## src/rtl/bcd_rtc_counter.sv

```systemverilog
// bcd_rtc_counter: 24 h BCD time-of-day counter (00:00:00-23:59:59).
// It supports up/down counting, validated loads, a programmable reset time,
// a 12 h display view and a day-wrap pulse.
// Optional alarm comparator: define ALARM_EN to add the alarm ports and logic.
module bcd_rtc_counter #(
  parameter logic [7:0] RST_HH = 8'h12,
  parameter logic [7:0] RST_MM = 8'h00,
  parameter logic [7:0] RST_SS = 8'h00
) (
  input  logic       clk,
  input  logic       rst,
  input  logic       clk_1hz_tick,
  input  logic       set_en,
  input  logic       set_load,
  input  logic [7:0] set_hh,
  input  logic [7:0] set_mm,
  input  logic [7:0] set_ss,
  input  logic       cnt_down,
  input  logic       mode_12h,
  output logic [7:0] hh,
  output logic [7:0] mm,
  output logic [7:0] ss,
  output logic [7:0] disp_hh,
  output logic       pm,
  output logic       day_wrap,
  output logic       load_err
`ifdef ALARM_EN
  ,
  input  logic [7:0] alarm_hh,
  input  logic [7:0] alarm_mm,
  input  logic       alarm_arm,
  input  logic       alarm_clr,
  output logic       alarm_irq
`endif
);

  logic [7:0] r_hh, r_mm, r_ss;
  logic       r_day_wrap, r_load_err;
  logic [7:0] w_nxt_hh, w_nxt_mm, w_nxt_ss, w_disp_hh;
  logic       w_ss_end, w_mm_end, w_hh_end, w_wrap, w_tick, w_load_ok;

  // One BCD digit pair stepped up; wraps to 00 after lim.
  function automatic logic [7:0] bcd_inc(input logic [7:0] v, input logic [7:0] lim);
    if (v == lim)           return 8'h00;
    if (v[3:0] == 4'd9)     return {v[7:4] + 4'd1, 4'd0};
    return {v[7:4], v[3:0] + 4'd1};
  endfunction

  // One BCD digit pair stepped down; wraps to lim below 00.
  function automatic logic [7:0] bcd_dec(input logic [7:0] v, input logic [7:0] lim);
    if (v == 8'h00)         return lim;
    if (v[3:0] == 4'd0)     return {v[7:4] - 4'd1, 4'd9};
    return {v[7:4], v[3:0] - 4'd1};
  endfunction

  // A load is accepted only for a well-formed 24 h BCD time.
  assign w_load_ok = (set_hh[7:4] <= 4'd9) && (set_hh[3:0] <= 4'd9) &&
                     (set_mm[7:4] <= 4'd9) && (set_mm[3:0] <= 4'd9) &&
                     (set_ss[7:4] <= 4'd9) && (set_ss[3:0] <= 4'd9) &&
                     (set_hh <= 8'h23) && (set_mm <= 8'h59) && (set_ss <= 8'h59);

  // Load wins over a coincident tick; set_en freezes counting only.
  assign w_tick = clk_1hz_tick && !set_en && !set_load;

  // Next time for a count step; carries/borrows ripple through each field end.
  always_comb begin
    w_ss_end = cnt_down ? (r_ss == 8'h00) : (r_ss == 8'h59);
    w_mm_end = cnt_down ? (r_mm == 8'h00) : (r_mm == 8'h59);
    w_hh_end = cnt_down ? (r_hh == 8'h00) : (r_hh == 8'h23);
    w_nxt_ss = cnt_down ? bcd_dec(r_ss, 8'h59) : bcd_inc(r_ss, 8'h59);
    w_nxt_mm = r_mm;
    w_nxt_hh = r_hh;
    if (w_ss_end)
      w_nxt_mm = cnt_down ? bcd_dec(r_mm, 8'h59) : bcd_inc(r_mm, 8'h59);
    if (w_ss_end && w_mm_end)
      w_nxt_hh = cnt_down ? bcd_dec(r_hh, 8'h23) : bcd_inc(r_hh, 8'h23);
    w_wrap = w_ss_end && w_mm_end && w_hh_end;
  end

  // Time registers plus the one-cycle day_wrap / load_err pulses.
  always_ff @(posedge clk or posedge rst) begin
    if (rst) begin
      r_hh       <= RST_HH;
      r_mm       <= RST_MM;
      r_ss       <= RST_SS;
      r_day_wrap <= 1'b0;
      r_load_err <= 1'b0;
    end else begin
      r_day_wrap <= 1'b0;
      r_load_err <= 1'b0;
      if (set_load) begin
        if (w_load_ok) begin
          r_hh <= set_hh;
          r_mm <= set_mm;
          r_ss <= set_ss;
        end else begin
          r_load_err <= 1'b1;
        end
      end else if (w_tick) begin
        r_hh       <= w_nxt_hh;
        r_mm       <= w_nxt_mm;
        r_ss       <= w_nxt_ss;
        r_day_wrap <= w_wrap;
      end
    end
  end

  // 12 h view. For 13..23 subtract 12 in BCD: when the units digit is >= 2,
  // a plain 0x12 subtract never borrows; for 20/21 subtract 0x18 instead,
  // which is 0x12 plus the 6-step decimal-adjust for the units borrow.
  always_comb begin
    w_disp_hh = r_hh;
    if (mode_12h) begin
      if (r_hh == 8'h00)
        w_disp_hh = 8'h12;
      else if (r_hh > 8'h12)
        w_disp_hh = (r_hh[3:0] >= 4'd2) ? (r_hh - 8'h12) : (r_hh - 8'h18);
    end
  end

  assign hh       = r_hh;
  assign mm       = r_mm;
  assign ss       = r_ss;
  assign disp_hh  = w_disp_hh;
  assign pm       = (r_hh >= 8'h12);
  assign day_wrap = r_day_wrap;
  assign load_err = r_load_err;

`ifdef ALARM_EN
  logic r_alarm_irq;
  logic w_alarm_hit;

  // Only tick-driven updates landing on hh:mm:00 can fire the alarm.
  assign w_alarm_hit = w_tick && alarm_arm &&
                       ({w_nxt_hh, w_nxt_mm, w_nxt_ss} == {alarm_hh, alarm_mm, 8'h00});

  // Sticky alarm flag; a new hit beats a coincident clear.
  always_ff @(posedge clk or posedge rst) begin
    if (rst)              r_alarm_irq <= 1'b0;
    else if (w_alarm_hit) r_alarm_irq <= 1'b1;
    else if (alarm_clr)   r_alarm_irq <= 1'b0;
  end

  assign alarm_irq = r_alarm_irq;
`endif

endmodule

```

## config.mk

```make
export PLATFORM = sky130hd
export DESIGN_NAME = bcd_rtc_counter
export DESIGN_NICKNAME = d
export VERILOG_FILES = /design/src/rtl/bcd_rtc_counter.sv
export SDC_FILE = /design/constraint.sdc
export NUM_CORES = 1
export LEC_CHECK = 0
export ABC_AREA = 1
export BUFFER_PORTS_ARGS = -buffer_cell sky130_fd_sc_hd__buf_2
export CORE_ASPECT_RATIO = 0.7
export CORE_MARGIN = 4
export CORE_UTILIZATION = 60
export CTS_BUF_LIST = sky130_fd_sc_hd__clkbuf_4
export DETAILED_ROUTE_END_ITERATION = 10
export PLACE_DENSITY = 0.87
export SETUP_SLACK_MARGIN = 0.4
export SLEW_MARGIN = 15
export SYNTH_ARGS = -nofsm -noshare
export SYNTH_HDL_FRONTEND = slang
export SYNTH_SLANG_ARGS = --single-unit
```

## constraint.sdc

```tcl
create_clock -name clk -period 4.16 [get_ports clk]
set_input_delay 0.208 -clock clk [delete_from_list [all_inputs] [get_ports clk]]
set_output_delay 0.208 -clock clk [all_outputs]
set_load 0.03 [all_outputs]
```

; Word-level counts from Yosys, hierarchy flattened
; Cells that the tools add are included.
[totals]
output_inout_bits = 35
elab_cells = 151
latchBits = 0
ramBits = 0
reg_bits = 26
romBits = 0
mem_count = 0
[classes]
magnitude_cmp = 12
n_mul = 0
n_addsub = 14
mux = 75
n_div = 0
n_bitwise = 0
shift = 0
n_eq_ne = 10
n_reduce_logical = 32
[ops]
columns = op, count
row1 = $mux 8, 42
row2 = $mux 1, 33
row3 = $add 4x1->4 const B, 6
row4 = $le 4x4->1 const B, 6
row5 = $logic_not 8->1, 3
row6 = $sub 4x1->4 const B, 6
row7 = $eq 8x7->1 const B, 2
row8 = $le 8x7->1 const B, 2
row9 = $sub 8x5->8 const B, 2
row10 = $eq 4x4->1 const B, 3
row11 = $logic_and 1x1->1, 12
row12 = $logic_not 4->1, 3
row13 = $ne 4x2->1 const B, 3
row14 = $reduce_bool 4->1, 3
row15 = $reduce_and 5->1, 2
row16 = $eq 8x6->1 const B, 1
row17 = $ge 8x5->1 const B, 1
row18 = $gt 8x5->1 const B, 1
row19 = $le 8x6->1 const B, 1
row20 = $reduce_and 3->1, 2
row21 = $reduce_bool 2->1, 3
row22 = $ge 4x2->1 const B, 1
row23 = $reduce_and 4->1, 1
row24 = $logic_not 1->1, 2
row25 = other kinds (2), 2

; Longest topological paths before layout
; Gate-level depths: netlist (run 1).
[depth]
word_depth = 12
mapped_depth = 13
depth_no_buf = 13

; Worst setup path before layout (run 1)
; Ideal clock, no wire load.
[synth_path]
path_type = register to output
start = reg r_hh[1] (netlist: hh[1])
end = out disp_hh[2]
arrival_ns = 2.282
slack_ns = 1.670
n_path_buf = 0
stages_incl_launch_ff = 8
path_cell_list = dfstp_2 inv_1 ha_1 nand2_2 inv_1 nand2_1 nand2_1 o32ai_1
[synth_via]
elab_chain_cells = 5
word_cells_on_any_way = 9
cone_classes = 2 x add/sub / 2 x order compare / 4 x mux / 1 x reduce/logical
[synth_lines]
columns = item, line
row1 = start: declaration, 37  ; logic [7:0] r_hh, r_mm, r_ss;
row2 = start signal: assignment, 93  ; r_hh <= set_hh;
row3 = start signal: assignment, 100  ; r_hh <= w_nxt_hh;
row4 = $sub 8x5->8 or $ge 4x2->1 (tied branches), 117  ; w_disp_hh = (r_hh[3:0] >= 4'd2) ? (r_hh - 8'h12) : (r_hh - 8'h18);
row5 = $mux 8, 117
row6 = $mux 8, 116  ; else if (r_hh > 8'h12)
row7 = $mux 8 *, 114  ; if (r_hh == 8'h00)
row8 = $mux 8 *, 113  ; if (mode_12h) begin
row9 = end: declaration, 23  ; output logic [7:0] disp_hh,
; Mark *: on every way between the ends. The rest lies on a longest branch, timed or not.

; Worst setup path after layout (run 1)
; Ends and elaborated chain as after synthesis.

==> impl_results.md, run 1 <==
- Cell-internal power: 0.501 mW
- # DRC: 0
- Period minus WS final: 2660 ps
- Vias in the first global route: 2873
- Yosys warning total: 0
- Io pins: 66
- TritonCTS Buffers: 3
- Core area: 4830 um^2
- Sw Share: 0.503
- Final setup TNS: 0 ps
- Critical Path RT: 3950 ps
- Slowest CP cell: dfstp_2
- Mapped cell area: 3040 um^2
- Combinational share of power: 0.512
- Largest net degree at the start of global routing: 28
- Slew Viols, Final: 0
- Share of layout cells above drive strength 1: 0.213
- Final wirelength: 8150 um
- RSZ-0062 raised after global routing: no
- Clock power share: 0.120
- Pwr/cell area: 293 nW/um^2
- Max-slew headroom: 0.326
- Most used DFF post-synth: dfrtp_1
- Crit Path Category: reg -> out
- Crit Reg-Reg Startpoint: hh[1]$_DFFE_PP1P_
- Final period utilization: 0.638
- Cell count after synthesis: 460
- Post-DP HPWL: 6410 um
- Status: complete, no violations
- Delay of the slowest critical-path stage: 640 ps
- Post-synthesis sequential area ratio: 0.215
- Clk buf depth: 2
- Crit path max fanout: 9
- Seq pwr share: 0.368
- DR WL/cell: 13.8 um
- Setup crit start kind: flip-flop
- Hold Path Class: in -> async
- CP top delay family: flip-flops
- First-pass DRT Iterations: 5
- Worst-Margin Slew: 1010 ps
- Setup Buffers After CTS: 0
- First-pass GRT wire length: 13300 um
- CP Capture Type: output port
- Netlist cell types: 44
- Antenna Nets Post-Route: 0
- Area Overhead vs Synth: 13.0%
- Die W: 93.1 um
- Avg Cell Area, Syn: 6.61 um^2
- Max_cap viols: 0
- Fmax: 377 MHz
- Leak: 1.83 nW
- PnR Total Power: 1.01 mW
- Cell breakdown of the critical path: inv_1 -> ha_1 -> nand2_2 -> inv_1 -> nand2_1 -> nand2_1 -> o32ai_1 -> buf_2
- Starting DRT DRC Count: 217
- Mapped Nets: 519
- Via count: 3267
- Setup Viol. Count Final: 0
- Worst path bufs/invs: 3
- Skew-Pair Late Insertion Delay: 340 ps
- Clk slew on worst S/H paths: 160 ps
- Initial antenna violation count: 0
- Final nets: 580
- Final Hold Vio Count: 0
- Peak VDD IR: 0.000226 V
- Site row count: 21
- Clock sinks: 26
- Flops & latches, synth: 26
- GP Congestion: 1.00
- Clk root buf: clkbuf_4
- H-tree depth: 1
- Post-CTS Resized: 0
- Grt ovf: 0
- GRT Util Overall: 0.261
- # fillers: 452
- PortBufs: 65
- Post-synth EDFFs: 0
- Critical Path AT: 2450 ps
- Vias per std cell: 5.55
- CTS tree: yes
- Inserted Diodes: 0
- Hold buffers post-CTS: 0
- Crit. Startpoint: hh[1]$_DFFE_PP1P_
- Psw: 0.507 mW
- Initial Util: 0.629
- Clock Skews: 9.65 ps
- Post-synthesis async set-or-reset flop share: 1.00
- Die Y: 67.6 um
- Die area: 6290 um^2
sequential cells by signal, summed over array words and instances (netlist names):
| register | cells |
|---|---|
| ss | 8 |
| hh | 8 |
| day_wrap | 1 |
| mm | 8 |
| load_err | 1 |
cells in the mapped netlist (all sizes together), types with 2 or more instances:
library cell  instances  area (um^2)
nand2               128          547
inv                  69          262
nand3                51          285
o21ai                39          195
nor2                 37          181
ha                   28          350
dfrtp                24          601
a21oi                15         75.1
nand4                12         75.1
xor2                 12          105
buf                   7         36.3
o211ai                7         52.6
nor3                  6         46.3
xnor2                 4         35.0
a21boi                3         22.5
a22oi                 2         15.0
a31oi                 2         12.5
clkbuf                2         7.51
dfstp                 2         52.6
nand3b                2         27.5
placed cells by master (no fill, tap or decap), types with 9 or more instances in the layout:
cell / n
nor2_1: 28
nand2_2: 11
nand4_1: 12
inv_2: 9
nand3_1: 48
dfrtp_1: 24
o21ai_0: 27
xor2_1: 12
a21oi_1: 15
ha_1: 28
nand2_1: 113
inv_1: 59
buf_2: 65
o21ai_1: 12
layout make-up:
type | count | area [um^2] | area share
repair buffers | 65 | 325 | 0.0947
well taps | 69 | 86.3 | 0.0251
multi-input cells | 355 | 2080 | 0.605
clock inverters | 1 | 3.75 | 0.00109
clock buffers | 3 | 22.5 | 0.00655
inverters | 70 | 265 | 0.0772
flip-flops and latches | 26 | 653 | 0.190
final timing paths:
kind                                      to  slack, ps  depth (start not counted)
min reg2reg                ss[5]$_DFFE_PP0P_        620                          2
max reg2reg                hh[5]$_DFFE_PP0P_       2080                         11
min                        mm[4]$_DFFE_PP0P_         80                          2
min in group clk           mm[0]$_DFFE_PP0P_        150                          3
max                               disp_hh[2]       1500                          8
max in group asynchronous  hh[5]$_DFFE_PP0P_       3480                          2
power groups by stage:
stage | logic, mW | clock network [mW] | registers (mW)
2_1_floorplan | 0.314 | 0 | 0.429
3_3_place_gp | 0.496 | 0 | 0.371
3_5_place_dp | 0.510 | 0 | 0.373
4_1_cts | 0.513 | 0.123 | 0.369
5_1_grt | 0.572 | 0.132 | 0.379
6_report | 0.516 | 0.121 | 0.371
kinds of logic (layout without fill, tap and decap cells):
group           after synthesis  count (layout)  synth area share
buf+inv                      79             139             0.102
simple gates                238             238             0.386
xor+xnor                     16              16            0.0461
fa+ha+maj                    28              28             0.115
compound gates               72              72             0.133
mux                           1               1           0.00329
flops                        26              26             0.215
through the flow:
stage / setup WS, ps / util / cells / hold WS, ps / instance area, um^2
2_1_floorplan: 1670 / - / 460 / 247 / 3040
3_3_place_gp: 2050 / 0.705 / 585 / 499 / 3410
3_5_place_dp: 1960 / 0.705 / 585 / 504 / 3410
4_1_cts: 1540 / 0.711 / 589 / 119 / 3440
5_1_grt: 1340 / 0.711 / 589 / 145 / 3440
6_report: 1500 / 0.711 / 589 / 76.3 / 3440
per-layer routing:
layer | vias up | global-route usage | part of all wire
met2 | 166 | 0.402 | 0.43
met3 | 6 | 0.0323 | 0.094
met5 | - | 0 | 0
met4 | 0 | 0.0347 | 0.0031
met1 | 1476 | 0.400 | 0.47
li1 | 1619 | - | -
(Power assumes the default switching activity.)
==> run 2: changes to the inputs <==
- CORE_UTILIZATION: 60 -> 52
- PLACE_DENSITY: 0.87 -> 0.8
- clock period: 4.16 -> 2.27 ns (I/O delays scaled with it)
==> run 2 against run 1 <==
Core utilization is 8.3 points higher. Sequential cell count stayed put. Clock skew is 4.1 ps lower. Combinational power is 140% higher. Clock power is 84% higher. Cell count is 8.5% higher. Setup slack worse by 1500 ps. Global-route usage is 4.0 points higher.
==> impl_results.md, run 2 (same netlist as run 1, synthesis figures left out) <==
- Status: complete, no violations
- Area after DPL: 3530 um^2 (+3.5%)
- Max-slew headroom: 0.610 (+0.285)
- Final nets: 627 (+8.1%)
- Final wirelength: 11800 um (+45%)
- Seq pwr share: 0.314 (-0.054)
- Worst-Margin Slew: 581 ps (-430 ps)
- Psw: 1.09 mW (+110%)
- Setup Viol. Count Final: 0 (unchanged)
- Final Util: 0.794 (+0.0834)
- Fmax: 443 MHz
- Initial Util: 0.558 (-0.0711)
- Sequential cell area: 664 um^2 (+1.7%)
- CTS tree: yes
- Finished Cell Area: 4330 um^2 (+26%)
- Crit path max fanout: 5 (-4)
- Die area: 7160 um^2 (+14%)
- Antenna Nets Post-Route: 0 (unchanged)
- Vias in the first global route: 3565 (+24%)
- Clk root buf: clkbuf_4
- Area Overhead vs Synth: 42.3%
- # fillers: 327 (-28%)
- Share of layout cells above drive strength 1: 0.429 (+0.215)
- Combinational share of power: 0.583 (+0.071)
- Final period utilization: 0.995
- First-pass GRT wire length: 17500 um (+32%)
- Site row count: 22 (+4.8%)
- Inserted Diodes: 0 (unchanged)
- Hold Path Class: in -> reg
- Die Y: 72.0 um (+6.5%)
- Critical Path AT: 2140 ps (-310 ps)
- Pwr/cell area: 500 nW/um^2 (+70%)
- Most frequent cells in the layout: nand2_1 (100), buf_2 (56), inv_1 (42), nand3_1 (39), buf_4 (39)
- Clock power share: 0.103 (-0.017)
- TritonCTS Buffers: 3 (unchanged)
- RSZ-0062 raised after global routing: yes
- GRT Util Overall: 0.301 (+0.0399)
- Clk buf depth: 2 (unchanged)
- Slew Viols, Final: 0 (unchanged)
- # DRC: 0 (unchanged)
- H-tree depth: 1 (unchanged)
- CP Capture Type: output port
- Die W: 99.4 um (+6.8%)
- DR WL/cell: 18.5 um (+33%)
- Leak: 2.15 nW (+17%)
- Setup crit start kind: flip-flop
- Grt ovf: 0 (unchanged)
- Clock sinks: 26 (unchanged)
- Crit Path Category: reg -> out
- Commonest non-fill, non-tap cell in the layout: nand2_1
- Peak VDD IR: 0.000412 V (+82%)
- Cell-internal power: 1.08 mW (+110%)
- Hold_ws: 55.3 ps (-20.9 ps)
- Starting DRT DRC Count: 477 (+120%)
- Via count: 3926 (+20%)
- Period minus WS final: 2260 ps
- Max_cap viols: 0 (unchanged)
- Sw Share: 0.503 (about the same)
- Vias per std cell: 6.14 (+11%)
- PnR Total Power: 2.16 mW (+110%)
- GP Congestion: 0.990 (-1.1%)
- Area of the multi-input gates: 2500 um^2 (+20%)
- Final Hold Vio Count: 0 (unchanged)
- Critical Path RT: 2160 ps (-1790 ps)
- Initial antenna violation count: 0 (unchanged)
- Post-DP HPWL: 6810 um (+6.3%)
- First-pass DRT Iterations: 5 (unchanged)
- Io pins: 66 (unchanged)
- Skew-Pair Late Insertion Delay: 340 ps (about the same)
- PortBufs: 65 (unchanged)
- Clk slew on worst S/H paths: 160 ps (about the same)
- Core area: 5450 um^2 (+13%)
- Clock Skews: 5.51 ps (-4.14 ps)
- Largest net degree at the start of global routing: 27 (-3.6%)
==> run 2: changes by cell type in the layout (fill, tap and decap cells not counted), sizes merged <==
cell and change:
clkinvlp +1, inv -1, dlygate4sd3 +1, buf +46
==> run 2: what timing repair did <==
item | CTS | global route
setup buffers | 28 | 14
setup endpoints to repair | 17 | 27
hold buffers | 1 | 0
pin swaps | 15 | 14
endpoints found under the hold margin | 24 | 0
resized for setup | 86 | 47
==> run 2: area by class of cell <==
| type | instances | area share |
|---|---|---|
| clock buffers | 3 | 0.00520 |
| flip-flops and latches | 26 | 0.154 |
| clock inverters | 1 | 0.000867 |
| multi-input cells | 355 | 0.578 |
| well taps | 72 | 0.0208 |
| repair buffers | 112 | 0.176 |
| inverters | 70 | 0.0650 |
==> run 2: critical path: stages (launching register included) <==
cell and delay (ps):
dfstp_2 690, ha_4 170, and3_4 210, nand2_4 80, nand2_4 130, buf_6 100
a21oi_2 40, nand2_1 90, o21ai_2 80, inv_2 80, buf_6 130
==> run 2: power by group through the flow <==
stage / sequential [mW] / clock, mW / combinational [mW]
floorplan: 0.789 / 0 / 0.599
global placement: 0.681 / 0 / 0.942
detailed placement: 0.687 / 0 / 0.961
CTS: 0.670 / 0.221 / 1.09
global route: 0.690 / 0.246 / 1.36
finish: 0.679 / 0.223 / 1.26
==> run 2: per-stage QoR <==
step                setup TNS, ps  instances  setup slack [ps]
floorplan                       0        460               387
global placement                0        592               232
detailed placement              0        592               254
CTS                             0        625               171
finish                          0        639              12.3
global route                -70.0        639             -70.0
==> run 2: worst paths after layout <==
path                            cells past startpoint                end  slack, ps               from
worst min register to register                      2  ss[5]$_DFFE_PP0P_        630  ss[5]$_DFFE_PP0P_
max in group asynchronous                           4  hh[1]$_DFFE_PP1P_       1620                rst
worst min-delay path                                3  mm[4]$_DFFE_PP0P_         60          set_mm[4]
worst max register to register                     12  hh[3]$_DFFE_PP0P_        230  hh[1]$_DFFE_PP1P_
min in group asynchronous                           4  mm[6]$_DFFE_PP0P_        350                rst
worst max-delay path                               10         disp_hh[1]         10  hh[4]$_DFFE_PP1P_
==> run 2: routing by layer <==
metal / share of wire / GRT usage
met1: 0.38 / 0.408
met2: 0.45 / 0.478
met3: 0.11 / 0.0672
met4: 0.058 / 0.100
met5: 0 / 0
==> run 3: changes to the inputs <==
- PLACE_DENSITY: 0.8 -> 0.85
- TNS_END_PERCENT: unset -> 50
==> run 3 against run 2 <==
Sequential power is 0.6% higher. Register-to-register slack better by 20 ps. Combinational power is 6% lower. Critical path depth stayed put. Clock power hardly changed. Setup slack worse by 3.0 ps. Cell area is 5.1% lower. Critical endpoint unchanged. Largest cell class unchanged. Die area stayed put. Count of clock-buffer cells in the layout stayed put. Non-clock buffer count is 10 lower. Cell count is 1.6% lower.
==> impl_results.md, run 3 (same netlist as run 1, synthesis figures left out) <==
- Status: complete, no violations
- Peak VDD IR: 0.000347 V (-16%)
- Sequential cell area: 661 um^2 (-0.56%)
- Final period utilization: 0.996 (+0.00133)
- Grt ovf: 0 (unchanged)
- Io pins: 66 (unchanged)
- Final nets: 617 (-1.6%)
- DP Worst Slack: 218 ps (-36.2 ps)
- Finished Cell Area: 4110 um^2 (-5.1%)
- Max-slew headroom: 0.640 (+0.0301)
- Inserted Diodes: 0 (unchanged)
- CTS tree: yes
- Clk slew on worst S/H paths: 160 ps (about the same)
- Crit Path Category: reg -> out
- Antenna Nets Post-Route: 0 (unchanged)
- Die area: 7160 um^2 (unchanged)
- Setup crit start kind: flip-flop
- Hold Path Class: in -> reg
- Final Worst Setup Slack: 9.30 ps (-3.01 ps)
- Share of layout cells above drive strength 1: 0.361 (-0.0677)
- Core area: 5450 um^2 (unchanged)
- PortBufs: 65 (unchanged)
- Initial antenna violation count: 0 (unchanged)
- H-tree depth: 1 (unchanged)
- Die Y: 72.0 um (unchanged)
- Area Overhead vs Synth: 35.1%
- # DRC: 0 (unchanged)
- Post-DP HPWL: 6750 um (-0.87%)
- Via count: 3885 (-1.0%)
- GRT Util Overall: 0.286 (-0.0151)
- GP Congestion: 0.983 (-0.69%)
- Clk buf depth: 2 (unchanged)
- TritonCTS Buffers: 3 (unchanged)
- Clock Skews: 3.19 ps (-2.32 ps)
- Vias per std cell: 6.18 (+0.53%)
- Slew Viols, Final: 0 (unchanged)
- PnR Total Power: 2.08 mW (-3.9%)
- Largest net degree at the start of global routing: 27 (unchanged)
- Fmax: 442 MHz (-0.13%)
- First-pass GRT wire length: 16900 um (-3.4%)
- Period minus WS final: 2260 ps (+3.01 ps)
- Starting DRT DRC Count: 587 (+23%)
- Worst-Margin Slew: 536 ps (-44.9 ps)
- # fillers: 371 (+13%)
- Final setup TNS: 0 ps (unchanged)
- Area of the multi-input gates: 2380 um^2 (-5.0%)
- Area after DPL: 3510 um^2 (-0.43%)
- CP Capture Type: output port
- Site row count: 22 (unchanged)
- Pwr/cell area: 506 nW/um^2 (+1.3%)
- Clk root buf: clkbuf_4
- Final Hold Vio Count: 0 (unchanged)
- Most frequent cells in the layout: nand2_1 (104), buf_2 (57), inv_1 (49), nand3_1 (42), buf_4 (32)
- Max_cap viols: 0 (unchanged)
- First-pass DRT Iterations: 7 (+2)
- Crit path max fanout: 5 (unchanged)
- Die W: 99.4 um (unchanged)
- Final wirelength: 11500 um (-2.8%)
- Setup Viol. Count Final: 0 (unchanged)
- Vias in the first global route: 3660 (+2.7%)
- Leak: 2.08 nW (-3.3%)
- Clock sinks: 26 (unchanged)
- Commonest non-fill, non-tap cell in the layout: nand2_1
- DR WL/cell: 18.2 um (-1.2%)
- Initial Util: 0.558 (unchanged)
- Critical Path RT: 2160 ps (about the same)
- RSZ-0062 raised after global routing: yes
- Skew-Pair Late Insertion Delay: 340 ps (about the same)
- Critical Path AT: 2150 ps (about the same)
-- run 3: changes by cell type in the layout (fill, tap and decap cells not counted), moves of 4 or more --
cell / before / now
o21ai_1: 11 / 16
ha_1: 17 / 22
buf_6: 16 / 12
buf_4: 39 / 32
o21ai_2: 8 / 4
inv_1: 42 / 49
nand2_1: 100 / 104
inv_2: 20 / 12
-- run 3: routing by layer --
layer | vias to the layer above | wire (um) | part of all wire | track usage
met2 | 363 | 4800 | 0.42 | 0.451
met5 | - | 0 | 0 | 0
met1 | 1702 | 4230 | 0.37 | 0.382
met4 | 0 | 944 | 0.082 | 0.123
met3 | 121 | 1510 | 0.13 | 0.0605
li1 | 1699 | - | - | -
-- run 3: critical path: stages, from the launching register on --
cell     delay [ps]
dfstp_2         630
ha_1            220
and3_4          210
nand2_4          70
nand2_4         160
inv_4            70
nand3_1         100
nand2_1          80
o21ai_1          90
inv_2            50
buf_6           130
-- run 3: stage by stage --
| step | hold WS [ps] | utilization | instances |
|---|---|---|---|
| 6_report | 65.0 | 0.754 | 629 |
| 2_1_floorplan | 152 | - | 460 |
| 5_1_grt | 74.6 | 0.754 | 629 |
| 3_5_place_dp | 196 | 0.645 | 591 |
| 4_1_cts | 58.1 | 0.724 | 617 |
| 3_3_place_gp | 192 | 0.645 | 591 |
-- run 3: path summary, 6_finish.rpt --
| path | from | slack (ps) | cells past startpoint | endpoint |
|---|---|---|---|---|
| min in group asynchronous | rst | 350 | 4 | ss[5]$_DFFE_PP0P_ |
| max reg2reg | ss[4]$_DFFE_PP0P_ | 250 | 11 | hh[2]$_DFFE_PP0P_ |
| max | hh[1]$_DFFE_PP1P_ | 9 | 10 | disp_hh[1] |
| min | set_ss[6] | 60 | 3 | ss[6]$_DFFE_PP0P_ |
| min reg2reg | mm[4]$_DFFE_PP0P_ | 630 | 2 | mm[4]$_DFFE_PP0P_ |
| max in group asynchronous | rst | 1620 | 4 | hh[1]$_DFFE_PP1P_ |
-- run 3: timing repair --
item	CTS	global route
buffers inserted	21	12
hold buffers	1	0
endpoints found under the hold margin	24	0
setup endpoints to repair	14	28
gates resized for setup	67	25
pin swaps	11	11
-- run 3: power by group --
part | switching, mW | total (mW) | internal (mW)
sequential | 0.145 | 0.683 | 0.538
combinational | 0.758 | 1.18 | 0.418
clock | 0.156 | 0.221 | 0.0648
-- run 3: final cells by class --
cell class | count | area share
clock buffers | 3 | 0.00548
clock inverters | 1 | 0.000914
inverters | 70 | 0.0691
multi-input cells | 355 | 0.579
flip-flops and latches | 26 | 0.161
well taps | 72 | 0.0219
repair buffers | 102 | 0.163
